`src/rtl/pipeline_ctrl_if.sv`:
```
// Bundle of pipeline hazard inputs and control/status outputs for pipeline_ctrl.
// Every signal is level-sensitive and sampled each cycle; there is no valid/ready handshake.
interface pipeline_ctrl_if #(
  parameter int CNT_W = 16
);
  logic [4:0]       idex_rd;
  logic             idex_memread;
  logic [4:0]       ifid_rs1;
  logic [4:0]       ifid_rs2;
  logic             ex_branch_taken;
  logic             dmem_req;
  logic             dmem_ready;

  logic             pc_write;
  logic             ifid_write;
  logic             ifid_flush;
  logic             idex_write;
  logic             idex_flush;
  logic             exmem_write;
  logic             memwb_flush;
  logic             fault;
  logic [CNT_W-1:0] stall_cnt;
  logic [CNT_W-1:0] flush_cnt;
  logic [1:0]       state;

  modport master (
    output idex_rd, idex_memread, ifid_rs1, ifid_rs2,
           ex_branch_taken, dmem_req, dmem_ready,
    input  pc_write, ifid_write, ifid_flush, idex_write, idex_flush,
           exmem_write, memwb_flush, fault, stall_cnt, flush_cnt, state
  );

  modport slave (
    input  idex_rd, idex_memread, ifid_rs1, ifid_rs2,
           ex_branch_taken, dmem_req, dmem_ready,
    output pc_write, ifid_write, ifid_flush, idex_write, idex_flush,
           exmem_write, memwb_flush, fault, stall_cnt, flush_cnt, state
  );
endinterface

```
`src/rtl/pipeline_ctrl.sv`:
```
// Hazard controller for a 5-stage pipeline: memory stalls, branch flushes, load-use
// bubbles, a memory-timeout fault state and saturating stall/flush counters.
module pipeline_ctrl #(
  parameter int TIMEOUT = 16,
  parameter int CNT_W   = 16
) (
  input  logic            clk,
  input  logic            rst_n,
  pipeline_ctrl_if.slave  bus
);

  typedef enum logic [1:0] {
    RUN      = 2'd0,
    MEM_WAIT = 2'd1,
    FAULT    = 2'd2
  } state_t;

  localparam logic [7:0] WAIT_LAST = 8'(TIMEOUT - 1);

  state_t           state_q;
  logic [7:0]       wait_cnt;
  logic [CNT_W-1:0] stall_cnt;
  logic [CNT_W-1:0] flush_cnt;

  logic mem_stall;
  logic load_use;
  logic branch_flush;
  logic pc_write;
  logic ifid_write;
  logic ifid_flush;
  logic idex_write;
  logic idex_flush;
  logic exmem_write;
  logic memwb_flush;

  assign mem_stall = bus.dmem_req & ~bus.dmem_ready;
  assign load_use  = bus.idex_memread & (bus.idex_rd != 5'd0) &
                     ((bus.idex_rd == bus.ifid_rs1) | (bus.idex_rd == bus.ifid_rs2));

  // Reset forcing and FAULT override every hazard; hazards then resolve by priority.
  always_comb begin
    pc_write     = 1'b1;
    ifid_write   = 1'b1;
    ifid_flush   = 1'b0;
    idex_write   = 1'b1;
    idex_flush   = 1'b0;
    exmem_write  = 1'b1;
    memwb_flush  = 1'b0;
    branch_flush = 1'b0;
    if (!rst_n || state_q == FAULT) begin
      pc_write    = 1'b0;
      ifid_write  = 1'b0;
      ifid_flush  = 1'b1;
      idex_write  = 1'b0;
      idex_flush  = 1'b1;
      exmem_write = 1'b0;
      memwb_flush = 1'b1;
    end else if (mem_stall) begin
      pc_write    = 1'b0;
      ifid_write  = 1'b0;
      idex_write  = 1'b0;
      exmem_write = 1'b0;
      memwb_flush = 1'b1;
    end else if (bus.ex_branch_taken) begin
      ifid_flush   = 1'b1;
      idex_flush   = 1'b1;
      branch_flush = 1'b1;
    end else if (load_use) begin
      pc_write   = 1'b0;
      ifid_write = 1'b0;
      idex_flush = 1'b1;
    end
  end

  always_ff @(posedge clk) begin
    if (!rst_n) begin
      state_q   <= RUN;
      wait_cnt  <= 8'd0;
      stall_cnt <= '0;
      flush_cnt <= '0;
    end else if (state_q != FAULT) begin
      if (mem_stall) begin
        wait_cnt <= wait_cnt + 8'd1;
        state_q  <= (wait_cnt == WAIT_LAST) ? FAULT : MEM_WAIT;
      end else begin
        wait_cnt <= 8'd0;
        state_q  <= RUN;
      end
      if (!pc_write && stall_cnt != '1) stall_cnt <= stall_cnt + 1'b1;
      if (branch_flush && flush_cnt != '1) flush_cnt <= flush_cnt + 1'b1;
    end
  end

  assign bus.pc_write    = pc_write;
  assign bus.ifid_write  = ifid_write;
  assign bus.ifid_flush  = ifid_flush;
  assign bus.idex_write  = idex_write;
  assign bus.idex_flush  = idex_flush;
  assign bus.exmem_write = exmem_write;
  assign bus.memwb_flush = memwb_flush;
  assign bus.fault       = rst_n & (state_q == FAULT);
  assign bus.stall_cnt   = stall_cnt;
  assign bus.flush_cnt   = flush_cnt;
  assign bus.state       = state_q;

endmodule

```
`src/flat_wrapper.sv`:
```
// flat-port wrapper written by rule: the top's interface ports become plain ports
module pipeline_ctrl_flat 
#(
  parameter int TIMEOUT = 16,
  parameter int CNT_W   = 16
)
  (clk, rst_n, bus_idex_rd, bus_idex_memread, bus_ifid_rs1, bus_ifid_rs2, bus_ex_branch_taken, bus_dmem_req, bus_dmem_ready, bus_pc_write, bus_ifid_write, bus_ifid_flush, bus_idex_write, bus_idex_flush, bus_exmem_write, bus_memwb_flush, bus_fault, bus_stall_cnt, bus_flush_cnt, bus_state);
  pipeline_ctrl_if #(.CNT_W(CNT_W)) bus_i ();
  input  logic clk;
  input  logic rst_n;
  input wire logic [$bits(bus_i.idex_rd)-1:0] bus_idex_rd;
  input wire logic [$bits(bus_i.idex_memread)-1:0] bus_idex_memread;
  input wire logic [$bits(bus_i.ifid_rs1)-1:0] bus_ifid_rs1;
  input wire logic [$bits(bus_i.ifid_rs2)-1:0] bus_ifid_rs2;
  input wire logic [$bits(bus_i.ex_branch_taken)-1:0] bus_ex_branch_taken;
  input wire logic [$bits(bus_i.dmem_req)-1:0] bus_dmem_req;
  input wire logic [$bits(bus_i.dmem_ready)-1:0] bus_dmem_ready;
  output wire logic [$bits(bus_i.pc_write)-1:0] bus_pc_write;
  output wire logic [$bits(bus_i.ifid_write)-1:0] bus_ifid_write;
  output wire logic [$bits(bus_i.ifid_flush)-1:0] bus_ifid_flush;
  output wire logic [$bits(bus_i.idex_write)-1:0] bus_idex_write;
  output wire logic [$bits(bus_i.idex_flush)-1:0] bus_idex_flush;
  output wire logic [$bits(bus_i.exmem_write)-1:0] bus_exmem_write;
  output wire logic [$bits(bus_i.memwb_flush)-1:0] bus_memwb_flush;
  output wire logic [$bits(bus_i.fault)-1:0] bus_fault;
  output wire logic [$bits(bus_i.stall_cnt)-1:0] bus_stall_cnt;
  output wire logic [$bits(bus_i.flush_cnt)-1:0] bus_flush_cnt;
  output wire logic [$bits(bus_i.state)-1:0] bus_state;
  assign bus_i.idex_rd = bus_idex_rd;
  assign bus_i.idex_memread = bus_idex_memread;
  assign bus_i.ifid_rs1 = bus_ifid_rs1;
  assign bus_i.ifid_rs2 = bus_ifid_rs2;
  assign bus_i.ex_branch_taken = bus_ex_branch_taken;
  assign bus_i.dmem_req = bus_dmem_req;
  assign bus_i.dmem_ready = bus_dmem_ready;
  assign bus_pc_write = bus_i.pc_write;
  assign bus_ifid_write = bus_i.ifid_write;
  assign bus_ifid_flush = bus_i.ifid_flush;
  assign bus_idex_write = bus_i.idex_write;
  assign bus_idex_flush = bus_i.idex_flush;
  assign bus_exmem_write = bus_i.exmem_write;
  assign bus_memwb_flush = bus_i.memwb_flush;
  assign bus_fault = bus_i.fault;
  assign bus_stall_cnt = bus_i.stall_cnt;
  assign bus_flush_cnt = bus_i.flush_cnt;
  assign bus_state = bus_i.state;
  pipeline_ctrl #(.TIMEOUT(TIMEOUT), .CNT_W(CNT_W)) u_core (.clk(clk), .rst_n(rst_n), .bus(bus_i));
endmodule
```
`config.mk`:
```
export PLATFORM = sky130hd
export DESIGN_NAME = pipeline_ctrl_flat
export DESIGN_NICKNAME = d
export VERILOG_FILES = /design/src/rtl/pipeline_ctrl_if.sv /design/src/rtl/pipeline_ctrl.sv /design/src/flat_wrapper.sv
export SDC_FILE = /design/constraint.sdc
export NUM_CORES = 1
export LEC_CHECK = 0
export BUFFER_PORTS_ARGS = -buffer_cell sky130_fd_sc_hd__buf_4
export CORE_ASPECT_RATIO = 0.8
export CORE_MARGIN = 2
export CORE_UTILIZATION = 50
export CTS_CLUSTER_DIAMETER = 50
export CTS_CLUSTER_SIZE = 20
export DETAILED_ROUTE_END_ITERATION = 12
export PLACE_DENSITY = 0.78
export SLEW_MARGIN = 20
export SYNTH_ARGS = -nofsm -noshare
export SYNTH_HDL_FRONTEND = slang
export SYNTH_SLANG_ARGS = --single-unit
```
`constraint.sdc`:
```
create_clock -name clk -period 3.9 [get_ports clk]
set_input_delay 0.975 -clock clk [delete_from_list [all_inputs] [get_ports clk]]
set_output_delay 0.975 -clock clk [all_outputs]
set_load 0.05 [all_outputs]
```
==> Word-level counts from Yosys, hierarchy flattened <==
Index checks and enable logic that the tools add are counted.
{ "op_classes": {"n_addsub": 3, "reduce_logical": 8, "n_eq_ne": 7, "bitwise_logic": 6, "n_mux": 19} }
{ "ops": {"columns": ["operator", "n"], "rows": [
  ["$add A16 B1 Y16 const B", 2],
  ["$ne A16 B16 Y1 const B", 2],
  ["$mux W1", 16],
  ["$eq A5 B5 Y1", 2],
  ["$add A8 B1 Y8 const B", 1],
  ["$eq A8 B4 Y1 const B", 1],
  ["$mux W8", 1],
  ["$reduce_bool A5 Y1", 1],
  ["$and A1 B1 Y1", 4],
  ["$mux W2", 2],
  ["$reduce_and A2 Y1", 2],
  ["$eq A2 B2 Y1 const B", 1],
  ["$logic_and A1 B1 Y1", 2],
  ["$logic_not A1 Y1", 2],
  ["$ne A2 B2 Y1 const B", 1],
  ["$logic_or A1 B1 Y1", 1],
  ["$not A1 Y1", 1],
  ["$or A1 B1 Y1", 1]
]} }
{ "totals": {"word_cells": 47, "register_bits": 42, "out_inout_bits": 42, "input_bits": 21} }

==> Logic depth before layout (Yosys ltp) <==
Gate-level depths: netlist of run 1.
{ "logic_depth": {"depth_word": 10, "depth_mapped": 9, "depth_no_buf": 7} }

==> Worst setup path after synthesis of run 1 <==
OpenSTA, ideal clock, no wires.
{ "synth_timing": {"path_kind": "in2out", "from": "input port bus_dmem_ready", "to": "output port bus_pc_write", "setup_slack_ns": -0.185, "arrival_ns": 3.110, "required_ns": 2.925, "stages": 5, "cell_sequence": "nand2b_1 -> clkbuf_1 -> nand3_1 -> a21oi_1 -> buf_4"} }
{ "synth_via": {"elab_chain_cells": 4} }
{ "synth_rtl": {"columns": ["item", "line", "source"], "rows": [
  ["start, declared", "flat_wrapper.sv:17", "input wire logic [$bits(bus_i.dmem_ready)-1:0] bus_dmem_ready;"],
  ["$not A1 Y1", "pipeline_ctrl.sv:36", "assign mem_stall = bus.dmem_req & ~bus.dmem_ready;"],
  ["$and A1 B1 Y1", "pipeline_ctrl.sv:36", null],
  ["$mux W1 (2 in series)", null, null],
  ["end, declared", "flat_wrapper.sv:18", "output wire logic [$bits(bus_i.pc_write)-1:0] bus_pc_write;"]
]} }
No other way between the ends.

==> Worst setup path in the final report of run 1 <==
{ "layout_timing": {"from": "input port bus_idex_rd[0]", "to": "output port bus_idex_flush"} }
{ "layout_via": {"elab_chain_cells": 7, "elab_cells_between_ends": 10, "classes_between": "eq/ne: 2; mux: 4; bitwise: 3; reduce/logical: 1"} }
{ "layout_rtl": {"columns": ["item", "line", "source"], "rows": [
  ["start, declared", "flat_wrapper.sv:11", "input wire logic [$bits(bus_i.idex_rd)-1:0] bus_idex_rd;"],
  ["$eq A5 B5 Y1 or $reduce_bool A5 Y1 (tied branches)", "pipeline_ctrl.sv:38, pipeline_ctrl.sv:37", null],
  ["$or A1 B1 Y1 or $and A1 B1 Y1 (tied branches)", "pipeline_ctrl.sv:38, pipeline_ctrl.sv:37", null],
  ["$and A1 B1 Y1 *", "pipeline_ctrl.sv:37", "assign load_use = bus.idex_memread & (bus.idex_rd != 5'd0) &"],
  ["$mux W1 *", "pipeline_ctrl.sv:68", "end else if (load_use) begin"],
  ["$mux W1 *", "pipeline_ctrl.sv:64", "end else if (bus.ex_branch_taken) begin"],
  ["$mux W1 *", "pipeline_ctrl.sv:58", "end else if (mem_stall) begin"],
  ["$mux W1 *", "pipeline_ctrl.sv:50", "if (!rst_n || state_q == FAULT) begin"],
  ["end, declared", "flat_wrapper.sv:22", "output wire logic [$bits(bus_i.idex_flush)-1:0] bus_idex_flush;"]
]} }
Mark *: on every way between the ends. The rest lies on a longest branch, timed or not.

==> reports/results.ini, run 1 <==
[timing]
rsz0062_at_grt=no
max_slew.worst_pin.slew_ps=603
fmax_mhz=295
finalCritPeriodShare_pct=86.8
finalMaxSlewViolations=0
setup_viol=0
setup_tns_ps=0
hold_viol_final=0
skew_ps=7.00
relSlewSlack_pct=59.5
setup_ws_ps=515
layout_min_cycle_time_ps=3380

[critical_path]
path_cells=buf_4 > or4_1 > o21ai_0 > nor2_1 > o21ai_0 > nand3_1 > buf_4
crit_path_top_delay_cell=or4_1
crit_fanout=3
max_stage_delay_ps=500
required_ps=2920
startpoint_type=input pin
cpLargestDelayFamily=simple AND/OR/NAND/NOR gates
crit_type=input pin to output pin
cp.arrival_ps=2410
crit_buf_inv=2
cp-end-kind=output pin

[synthesis]
synth_cells=265
yosysWarningCount=0
synthesis.area_um2=2150
async_flop_share_pct=0
synth_nets=289
yosysSeqAreaShare_pct=39.1
avgSynthCellArea_um2=8.11
synth_edf_count=0
synth_cell_types=40
ys.flop_type=dfxtp_1
ys_seq_elements=42

[power]
ir_drop_mv=0.151
p_leak_uw=0.00107
pwr_density_cell_nw_per_um2=328
total_power_uw=896

[route]
first_pass_iters=4
detail-route-antenna-nets=0
dr_total_vias=2058
routed_via_density=5.39
wl_um=4860
routedWlPerCell_um=12.7
drc=0
drt_iter0_markers=90

[worst_hold_path]
worstHoldPathType=register to register

[floorplan]
num_rows=21
core_um2=4150
fp.dieW_um=77.3
die_y_um=62.6
io_pins=63
die_area_um2=4840
start_util_pct=51.7

[place]
port_buffers=62
dp_slack_ps=524
hpwl_um=3550
finalWeightedCongestion=0.782

[cts]
holdBufCountCts=0
cts_sinks=42
root_buffer=clkbuf_8
clockBufferDepth=2
cts_resized=0
cts_buffers=5
cts_setup_buffers=0
worst_skew_pair.late_latency_ps=300
htreeDepth=2
cts_tree=yes
clkSlewWorstSetupHoldPaths_ps=80

[layout]
fin_nets=348
diodes=0
fillers=352
multiInputGateArea_um2=1200
area_growth_pct=27.1
seq_area_um2=841
drive_gt1_share_pct=22.5

[global_routing]
antenna_found_initial=0
grtUsageTotal_pct=20.9
grt_pass1_vias=1903
grt_overflow=0
grt_pass1_wl_um=8300
grt_start_max_net_pins=30

[flow_run]
maxCapViolations=0

[outcome]
status=complete, no violations

-- cell usage after synthesis, drive strengths merged, types with 2 or more instances --
master	number	area [um2]
inv	9	33.8
or4	4	30.0
nand4	10	68.8
a21oi	18	90.1
and3	4	25.0
a22oi	2	15.0
buf	7	57.5
xnor2	9	78.8
nand3	18	90.1
nor2	32	120
clkbuf	4	15.0
and2	4	25.0
xor2	20	175
or3	15	93.8
ha	3	37.5
nor4	4	25.0
mux2i	2	20.0
dfxtp	42	841
o41ai	2	17.5
nor3	6	35.0
o21ai	16	80.1
nand2	21	78.8
nand2b	3	18.8
-- cell type report --
cell class	instances	area share, %
well taps	57	2.61
multi-input cells	203	44.1
repair buffers	63	17.3
inverters	9	1.24
flip-flops and latches	42	30.8
clock buffers	7	2.80
clock inverters	1	1.10
-- routing by layer --
metal	track usage, %	routed length [um]	part of all wire (%)	vias to the layer above
met5	0	0	0	-
met4	8.04	74	1.5	0
met3	4.19	191	3.9	10
met2	35.2	2350	48	44
met1	26.4	2240	46	956
li1	-	-	-	1048
-- final timing paths --
check                           cells after the start  slack [ps]                                     to                             startpoint
worst min-delay path                                2         510  u_core.bus.flush_cnt[14]$_SDFFE_PN0P_  u_core.bus.flush_cnt[14]$_SDFFE_PN0P_
worst max register to register                      6        1650   u_core.bus.stall_cnt[1]$_SDFFE_PN0P_   u_core.bus.stall_cnt[7]$_SDFFE_PN0P_
worst min register to register                      2         510  u_core.bus.flush_cnt[14]$_SDFFE_PN0P_  u_core.bus.flush_cnt[14]$_SDFFE_PN0P_
worst max-delay path                                7         520                         bus_idex_flush                         bus_idex_rd[0]
-- sequential cells by signal, summed over array words and instances, names as in the netlist --
name                  count
u_core.wait_cnt           8
u_core.bus.flush_cnt     16
u_core.bus.state          2
u_core.bus.stall_cnt     16
-- cell usage in the layout (no fill, tap or decap), types with 2 or more instances in the layout --
| cell type | count |
|---|---|
| a21oi_1 | 17 |
| a22oi_1 | 2 |
| and2_1 | 4 |
| and3_1 | 4 |
| buf_4 | 63 |
| clkbuf_1 | 2 |
| clkbuf_8 | 5 |
| dfxtp_1 | 42 |
| ha_1 | 3 |
| inv_1 | 9 |
| mux2i_1 | 2 |
| nand2_1 | 21 |
| nand2b_1 | 3 |
| nand3_1 | 18 |
| nand4_1 | 9 |
| nor2_1 | 32 |
| nor3_1 | 5 |
| nor4_1 | 4 |
| o21ai_0 | 3 |
| o21ai_1 | 13 |
| o41ai_1 | 2 |
| or3_1 | 15 |
| or4_1 | 4 |
| xnor2_1 | 9 |
| xor2_1 | 20 |
-- report_power, final --
group / internal, uW / switching (uW)
Sequential: 434 / 6.73
Combinational: 41.7 / 74.4
Clock: 192 / 148
Total: 667 / 229
-- kinds of logic (layout without fill, tap and decap cells) --
kind of cell,count (synthesis),in the layout,synth area share [%]
AO/OA/AOI/OAI,44,44,11.6
XOR/XNOR,29,29,11.8
adder cells (fa/ha/maj),3,3,1.75
buffers and inverters,20,80,4.95
flip-flops,42,42,39.1
multiplexers,2,2,0.932
AND/OR/NAND/NOR,125,125,29.8
-- metrics by stage --
| stage | cell area [um2] | instances | util (%) | hold WS (ps) |
|---|---|---|---|---|
| floorplan | 2150 | 265 | - | 472 |
| global placement | 2620 | 374 | 63.2 | 486 |
| detailed placement | 2620 | 374 | 63.2 | 496 |
| CTS | 2730 | 382 | 65.8 | 508 |
| global route | 2730 | 382 | 65.8 | 530 |
| finish | 2730 | 382 | 65.8 | 508 |
-- tightest hold or removal path, delay by kind of cell (launching register included) --
family	cells	cell delay [ps]
DFF	1	350
AOI/OAI and AO/OA	2	120
No activity file was read; power rests on OpenSTA's default activity.
==> inputs of run 2 (changes only) <==
--- a/config.mk
+++ b/config.mk
@@ -6,7 +6,7 @@
 export NUM_CORES = 1
 export LEC_CHECK = 0
 export BUFFER_PORTS_ARGS = -buffer_cell sky130_fd_sc_hd__buf_4
-export CORE_ASPECT_RATIO = 0.8
+export CORE_ASPECT_RATIO = 2
 export CORE_MARGIN = 2
 export CORE_UTILIZATION = 50
 export CTS_CLUSTER_DIAMETER = 50
==> run 2 against run 1 <==
Against the previous run:
- first-iteration DRC count is 74% lower
- cell count is 1.3% lower
- cell area shrank 0.96%
- non-clock buffer count is the same
- register-to-register slack improved by 30 ps
- critical path type unchanged
- largest power group unchanged
- highest routed layer unchanged
==> reports/results.ini, run 2 (synthesis results as in run 1) <==
[timing]
finalMaxSlewViolations=0  ; unchanged
max_slew.worst_pin.slew_ps=576  ; was 603 ps
setup_viol=0  ; unchanged
layout_min_cycle_time_ps=3320  ; was 3380 ps
hold_viol_final=0  ; unchanged
skew_ps=5.69  ; was 7.00 ps
setup_tns_ps=0  ; unchanged
rsz0062_at_grt=no  ; unchanged
fmax_mhz=301  ; was 295 MHz
finalCritPeriodShare_pct=85.2  ; was 86.8%
relSlewSlack_pct=61.3  ; was 59.5%

[floorplan]
start_util_pct=52.0  ; was 51.7%
die_area_um2=4870  ; was 4840 um2
fp.dieW_um=50.4  ; was 77.3 um
num_rows=33  ; was 21
die_y_um=96.7  ; was 62.6 um
core_um2=4130  ; was 4150 um2
io_pins=63  ; unchanged

[global_routing]
grt_pass1_wl_um=8650  ; was 8300 um
antenna_found_initial=0  ; unchanged
met1_usage_pct=23.3  ; was 26.4%
grtUsageTotal_pct=22.6  ; was 20.9%
grt_start_max_net_pins=30  ; unchanged
grt_overflow=0  ; unchanged
gr-usage-met2_pct=40.9  ; was 35.2%
grt-busiest-layer=met2  ; unchanged
grt_pass1_vias=2002  ; was 1903
use_met3_pct=5.25  ; was 4.19%

[cts]
htreeDepth=2  ; unchanged
root_buffer=clkbuf_8  ; unchanged
holdBufCountCts=0  ; unchanged
worst_skew_pair.late_latency_ps=300  ; about the same
cts_sinks=42  ; unchanged
clkSlewWorstSetupHoldPaths_ps=80  ; about the same
clockBufferDepth=2  ; unchanged
cts_setup_buffers=0  ; unchanged
cts_tree=yes  ; unchanged
cts_resized=0  ; unchanged
cts_buffers=5  ; unchanged

[critical_path]
reg2reg_slack_ps=1680  ; was 1650 ps
cp.arrival_ps=2350  ; was 2410 ps
cp-end-kind=output pin  ; unchanged
crit_fanout=3  ; unchanged
crit_end=bus_idex_flush  ; unchanged
startpoint=bus_idex_rd[0]  ; unchanged
worstSetupPathDepth=7  ; unchanged
cpLargestDelayFamily=simple AND/OR/NAND/NOR gates  ; unchanged
reg2reg_depth=6  ; unchanged
path_cells=buf_4 > or4_1 > o21ai_0 > nor2_1 > o21ai_0 > nand3_1 > buf_4  ; unchanged
max_stage_delay_ps=500  ; about the same
crit_buf_inv=2  ; unchanged
crit_path_top_delay_cell=or4_1  ; unchanged
required_ps=2920  ; about the same
crit_type=input pin to output pin  ; unchanged
r2r-end=u_core.bus.stall_cnt[1]$_SDFFE_PN0P_  ; unchanged
r2r_start=u_core.bus.stall_cnt[6]$_SDFFE_PN0P_  ; was u_core.bus.stall_cnt[7]$_SDFFE_PN0P_
startpoint_type=input pin  ; unchanged

[flow_run]
maxCapViolations=0  ; unchanged

[worst_hold_path]
worstHoldPathType=register to register  ; unchanged

[layout]
fin_nets=348  ; unchanged
area_growth_pct=25.9  ; was 27.1%
final_common_cell=buf_4  ; unchanged
reg_top3=u_core.bus.flush_cnt: 16 flops, u_core.bus.stall_cnt: 16 flops, u_core.wait_cnt: 8 flops  ; unchanged
diodes=0  ; unchanged
layout_common_cells=63 x buf_4, 42 x dfxtp_1, 32 x nor2_1, 21 x nand2_1, 20 x xor2_1  ; unchanged
drive_gt1_share_pct=22.8  ; was 22.5%

[power]
total_power_uw=834  ; was 896 uW
p_leak_uw=0.00106  ; was 0.00107 uW
ir_drop_mv=0.268  ; was 0.151 mV
pwr_density_cell_nw_per_um2=309  ; was 328 nW/um2

[route]
drc=0  ; unchanged
routedWlPerCell_um=13.2  ; was 12.7 um
first_pass_iters=4  ; unchanged
dr_total_vias=2037  ; was 2058
drt_iter0_markers=23  ; was 90
wl_um=4970  ; was 4860 um
routed_via_density=5.40  ; was 5.39
detail-route-antenna-nets=0  ; unchanged

[place]
hpwl_um=3750  ; was 3550 um
finalWeightedCongestion=0.920  ; was 0.782
port_buffers=62  ; unchanged

[outcome]
status=complete, no violations  ; unchanged

==> run 2: changes by cell type in the layout (fill, tap and decap cells not counted) <==
cell | previous run | this run
clkinv_2 | 0 | 1
clkbuf_1 | 2 | 1
bufinv_16 | 1 | 0
clkinv_4 | 0 | 1
==> run 2: worst min-delay path by stage <==
stage                                                  to                                  start  cells after the start  slack (ps)
floorplan                 u_core.wait_cnt[3]$_SDFFE_PN0N_        u_core.wait_cnt[3]$_SDFFE_PN0N_                      2         470
global placement          u_core.wait_cnt[3]$_SDFFE_PN0N_        u_core.wait_cnt[3]$_SDFFE_PN0N_                      2         490
detailed placement        u_core.wait_cnt[3]$_SDFFE_PN0N_        u_core.wait_cnt[3]$_SDFFE_PN0N_                      2         490
CTS                 u_core.bus.stall_cnt[10]$_SDFFE_PN0P_  u_core.bus.stall_cnt[10]$_SDFFE_PN0P_                      2         520
global route              u_core.wait_cnt[3]$_SDFFE_PN0N_        u_core.wait_cnt[3]$_SDFFE_PN0N_                      2         550
finish                    u_core.wait_cnt[3]$_SDFFE_PN0N_        u_core.wait_cnt[3]$_SDFFE_PN0N_                      2         510
==> run 2: metal layers <==
layer  vias up  routed length [um]  part of all wire [%]
met2        40                2750                    55
met5         -                   0                     0
met4         0                 128                   2.6
met1       937                1920                    39
li1       1048                   -                     -
met3        12                 178                   3.6
==> run 2: layout make-up <==
cell class	count	area [um2]
Multi-Input combinational cell	203	1200
Sequential cell	42	841
Tap cell	52	65.1
Clock inverter	2	13.8
Fill cell	392	1430
Timing Repair Buffer	63	473
Clock buffer	6	72.6
Inverter	9	33.8
==> run 2: per-stage QoR <==
step	instances	util (%)	area, um2	hold slack, ps	setup WS (ps)
floorplan	265	-	2150	472	154
global placement	369	63.4	2620	487	566
detailed placement	369	63.4	2620	494	575
CTS	377	65.5	2700	517	571
global route	377	65.5	2700	546	479
finish	377	65.5	2700	512	576
==> run 2: report_power, final <==
group	switching, uW	leakage (uW)	internal [uW]
Sequential	6.96	0.000339	434
Combinational	73.4	0.000676	41.6
Clock	152	0.0000452	126
==> run 2: worst register-to-register path, cell delays in order, from the launching register on <==
cell and delay, ps:
dfxtp_1 460, nand4_2 200, or4_1 600, nand3_1 110
o21a_2 450, mux2i_1 240, nor2_1 50
==> inputs of run 3 (changes only) <==
--- a/config.mk
+++ b/config.mk
@@ -9,6 +9,7 @@
 export CORE_ASPECT_RATIO = 2
 export CORE_MARGIN = 2
 export CORE_UTILIZATION = 50
+export CTS_BUF_LIST = sky130_fd_sc_hd__clkbuf_16
 export CTS_CLUSTER_DIAMETER = 50
 export CTS_CLUSTER_SIZE = 20
 export DETAILED_ROUTE_END_ITERATION = 12
==> run 3 against run 2 <==
Against the previous run:
- global-route usage is 0.28 points higher
- critical path type unchanged
- utilization is 1.4 points higher
- critical endpoint unchanged
- count of clock-buffer cells in the layout is 1 lower
- register-to-register slack about the same
- clock skew is 0.98 ps lower
- clock power grew 42%
- die area did not move
- critical path depth did not move
==> reports/results.ini, run 3 (synthesis results as in run 1) <==
[outcome]
status=complete, no violations  ; unchanged

[critical_path]
crit_path_top_delay_cell=or4_1  ; unchanged
required_ps=2920  ; about the same
max_stage_delay_ps=500  ; about the same
cp-end-kind=output pin  ; unchanged
crit_fanout=3  ; unchanged
startpoint_type=input pin  ; unchanged
cp.arrival_ps=2350  ; about the same
path_cells=buf_4 > or4_1 > o21ai_0 > nor2_1 > o21ai_0 > nand3_1 > buf_4  ; unchanged
crit_type=input pin to output pin  ; unchanged

[global_routing]
grt_pass1_vias=2015  ; was 2002
grt_overflow=0  ; unchanged
grtUsageTotal_pct=22.8  ; was 22.6%
grt_start_max_net_pins=30  ; unchanged
grt_pass1_wl_um=8740  ; was 8650 um
antenna_found_initial=0  ; unchanged

[route]
routed_via_density=5.40  ; about the same
drt_iter0_markers=16  ; was 23
routedWlPerCell_um=13.3  ; was 13.2 um
wl_um=5000  ; was 4970 um
detail-route-antenna-nets=0  ; unchanged
first_pass_iters=4  ; unchanged
dr_total_vias=2034  ; was 2037
drc=0  ; unchanged

[layout]
drive_gt1_share_pct=22.8  ; unchanged
fin_nets=348  ; unchanged
diodes=0  ; unchanged
final_common_cell=buf_4  ; unchanged
area_growth_pct=28.5  ; was 25.9%
fillers=391  ; was 392
fin_util_pct=66.8  ; was 65.5%
layout_common_cells=63 x buf_4, 42 x dfxtp_1, 32 x nor2_1, 21 x nand2_1, 20 x xor2_1  ; unchanged
reg_top3=u_core.bus.flush_cnt: 16 flops, u_core.bus.stall_cnt: 16 flops, u_core.wait_cnt: 8 flops  ; unchanged

[cts]
cts_tree=yes  ; unchanged
htreeDepth=2  ; unchanged
holdBufCountCts=0  ; unchanged
cts_buffers=5  ; unchanged
cts_sinks=42  ; unchanged
worst_skew_pair.late_latency_ps=280  ; was 300 ps
cts_resized=0  ; unchanged
clkSlewWorstSetupHoldPaths_ps=60  ; was 80 ps
clockBufferDepth=2  ; unchanged
root_buffer=clkbuf_16  ; was clkbuf_8
cts_setup_buffers=0  ; unchanged

[timing]
rsz0062_at_grt=no  ; unchanged
finalMaxSlewViolations=0  ; unchanged
layout_min_cycle_time_ps=3320  ; about the same
finalCritPeriodShare_pct=85.2  ; about the same
hold_viol_final=0  ; unchanged
relSlewSlack_pct=61.3  ; about the same
setup_tns_ps=0  ; unchanged
max_slew.worst_pin.slew_ps=576  ; about the same
fmax_mhz=301  ; about the same
setup_viol=0  ; unchanged
skew_ps=4.71  ; was 5.69 ps

[power]
pwr_density_cell_nw_per_um2=345  ; was 309 nW/um2
seqPwrFrac_pct=46.3  ; was 52.8%
power_frac_comb_pct=12.0  ; was 13.8%
p_leak_uw=0.00109  ; was 0.00106 uW
p_clk_share_pct=41.7  ; was 33.4%
p_int_uw=710  ; was 602 uW
netSwitchingFraction_pct=25.5  ; was 27.9%
ir_drop_mv=0.369  ; was 0.268 mV
p_switching_uw=243  ; was 233 uW

[place]
finalWeightedCongestion=0.920  ; unchanged
port_buffers=62  ; unchanged
hpwl_um=3750  ; unchanged

[floorplan]
die_area_um2=4870  ; unchanged
start_util_pct=52.0  ; unchanged
die_y_um=96.7  ; unchanged
num_rows=33  ; unchanged
fp.dieW_um=50.4  ; unchanged
core_um2=4130  ; unchanged
io_pins=63  ; unchanged

[flow_run]
maxCapViolations=0  ; unchanged

[worst_hold_path]
worstHoldPathType=register to register  ; unchanged

==> run 3: cell count changes in the layout (fill, tap and decap cells not counted) <==
cell | previous run | this run
inv_1 | 9 | 10
clkbuf_1 | 1 | 0
clkbuf_8 | 5 | 0
clkbuf_16 | 0 | 5
==> run 3: layout make-up <==
| class | count | area (um2) | area share [%] |
|---|---|---|---|
| clock inverter | 3 | 17.5 | 0.635 |
| multi-input combinational | 203 | 1200 | 43.7 |
| timing repair buffer | 63 | 473 | 17.1 |
| inverter | 9 | 33.8 | 1.22 |
| clock buffer | 5 | 125 | 4.53 |
| tap | 52 | 65.1 | 2.36 |
| sequential | 42 | 841 | 30.5 |
==> run 3: through the flow <==
stage	setup WS, ps	hold slack (ps)	total power [uW]	cell area, um2	instances
after floorplan	154	472	529	2150	265
after CTS	571	512	966	2760	377
after global routing	479	539	989	2760	377
final	575	509	953	2760	377
after detailed placement	575	494	567	2620	369
after global placement	566	487	565	2620	369
==> run 3: worst paths after layout <==
| kind | end | slack [ps] | cells after the start | from |
|---|---|---|---|---|
| worst min-delay path | u_core.wait_cnt[3]$_SDFFE_PN0N_ | 510 | 2 | u_core.wait_cnt[3]$_SDFFE_PN0N_ |
| worst min register to register | u_core.wait_cnt[3]$_SDFFE_PN0N_ | 510 | 2 | u_core.wait_cnt[3]$_SDFFE_PN0N_ |
| worst max-delay path | bus_idex_flush | 580 | 7 | bus_idex_rd[0] |
| worst max register to register | u_core.bus.stall_cnt[1]$_SDFFE_PN0P_ | 1670 | 6 | u_core.bus.stall_cnt[6]$_SDFFE_PN0P_ |
==> run 3: critical path: cells and delay by family <==
kind	cells	cell delay (ps)
buffers and inverters	2	330
AOI/OAI and AO/OA	2	360
and+or+nand+nor	3	680
==> run 3: per-layer routing <==
metal | wire, um | up-vias | global-route usage (%)
met2 | 2770 | 40 | 41.1
met3 | 186 | 11 | 5.71
met1 | 1910 | 936 | 23.7
met5 | 0 | - | 0
li1 | - | 1047 | -
met4 | 129 | 0 | 10.6
==> run 3: power groups by stage <==
stage / clock [uW] / combinational (uW) / sequential, uW
floorplan: 0 / 63.1 / 466
global placement: 0 / 114 / 451
detailed placement: 0 / 116 / 451
CTS: 409 / 116 / 441
global route: 422 / 125 / 442
finish: 397 / 115 / 441
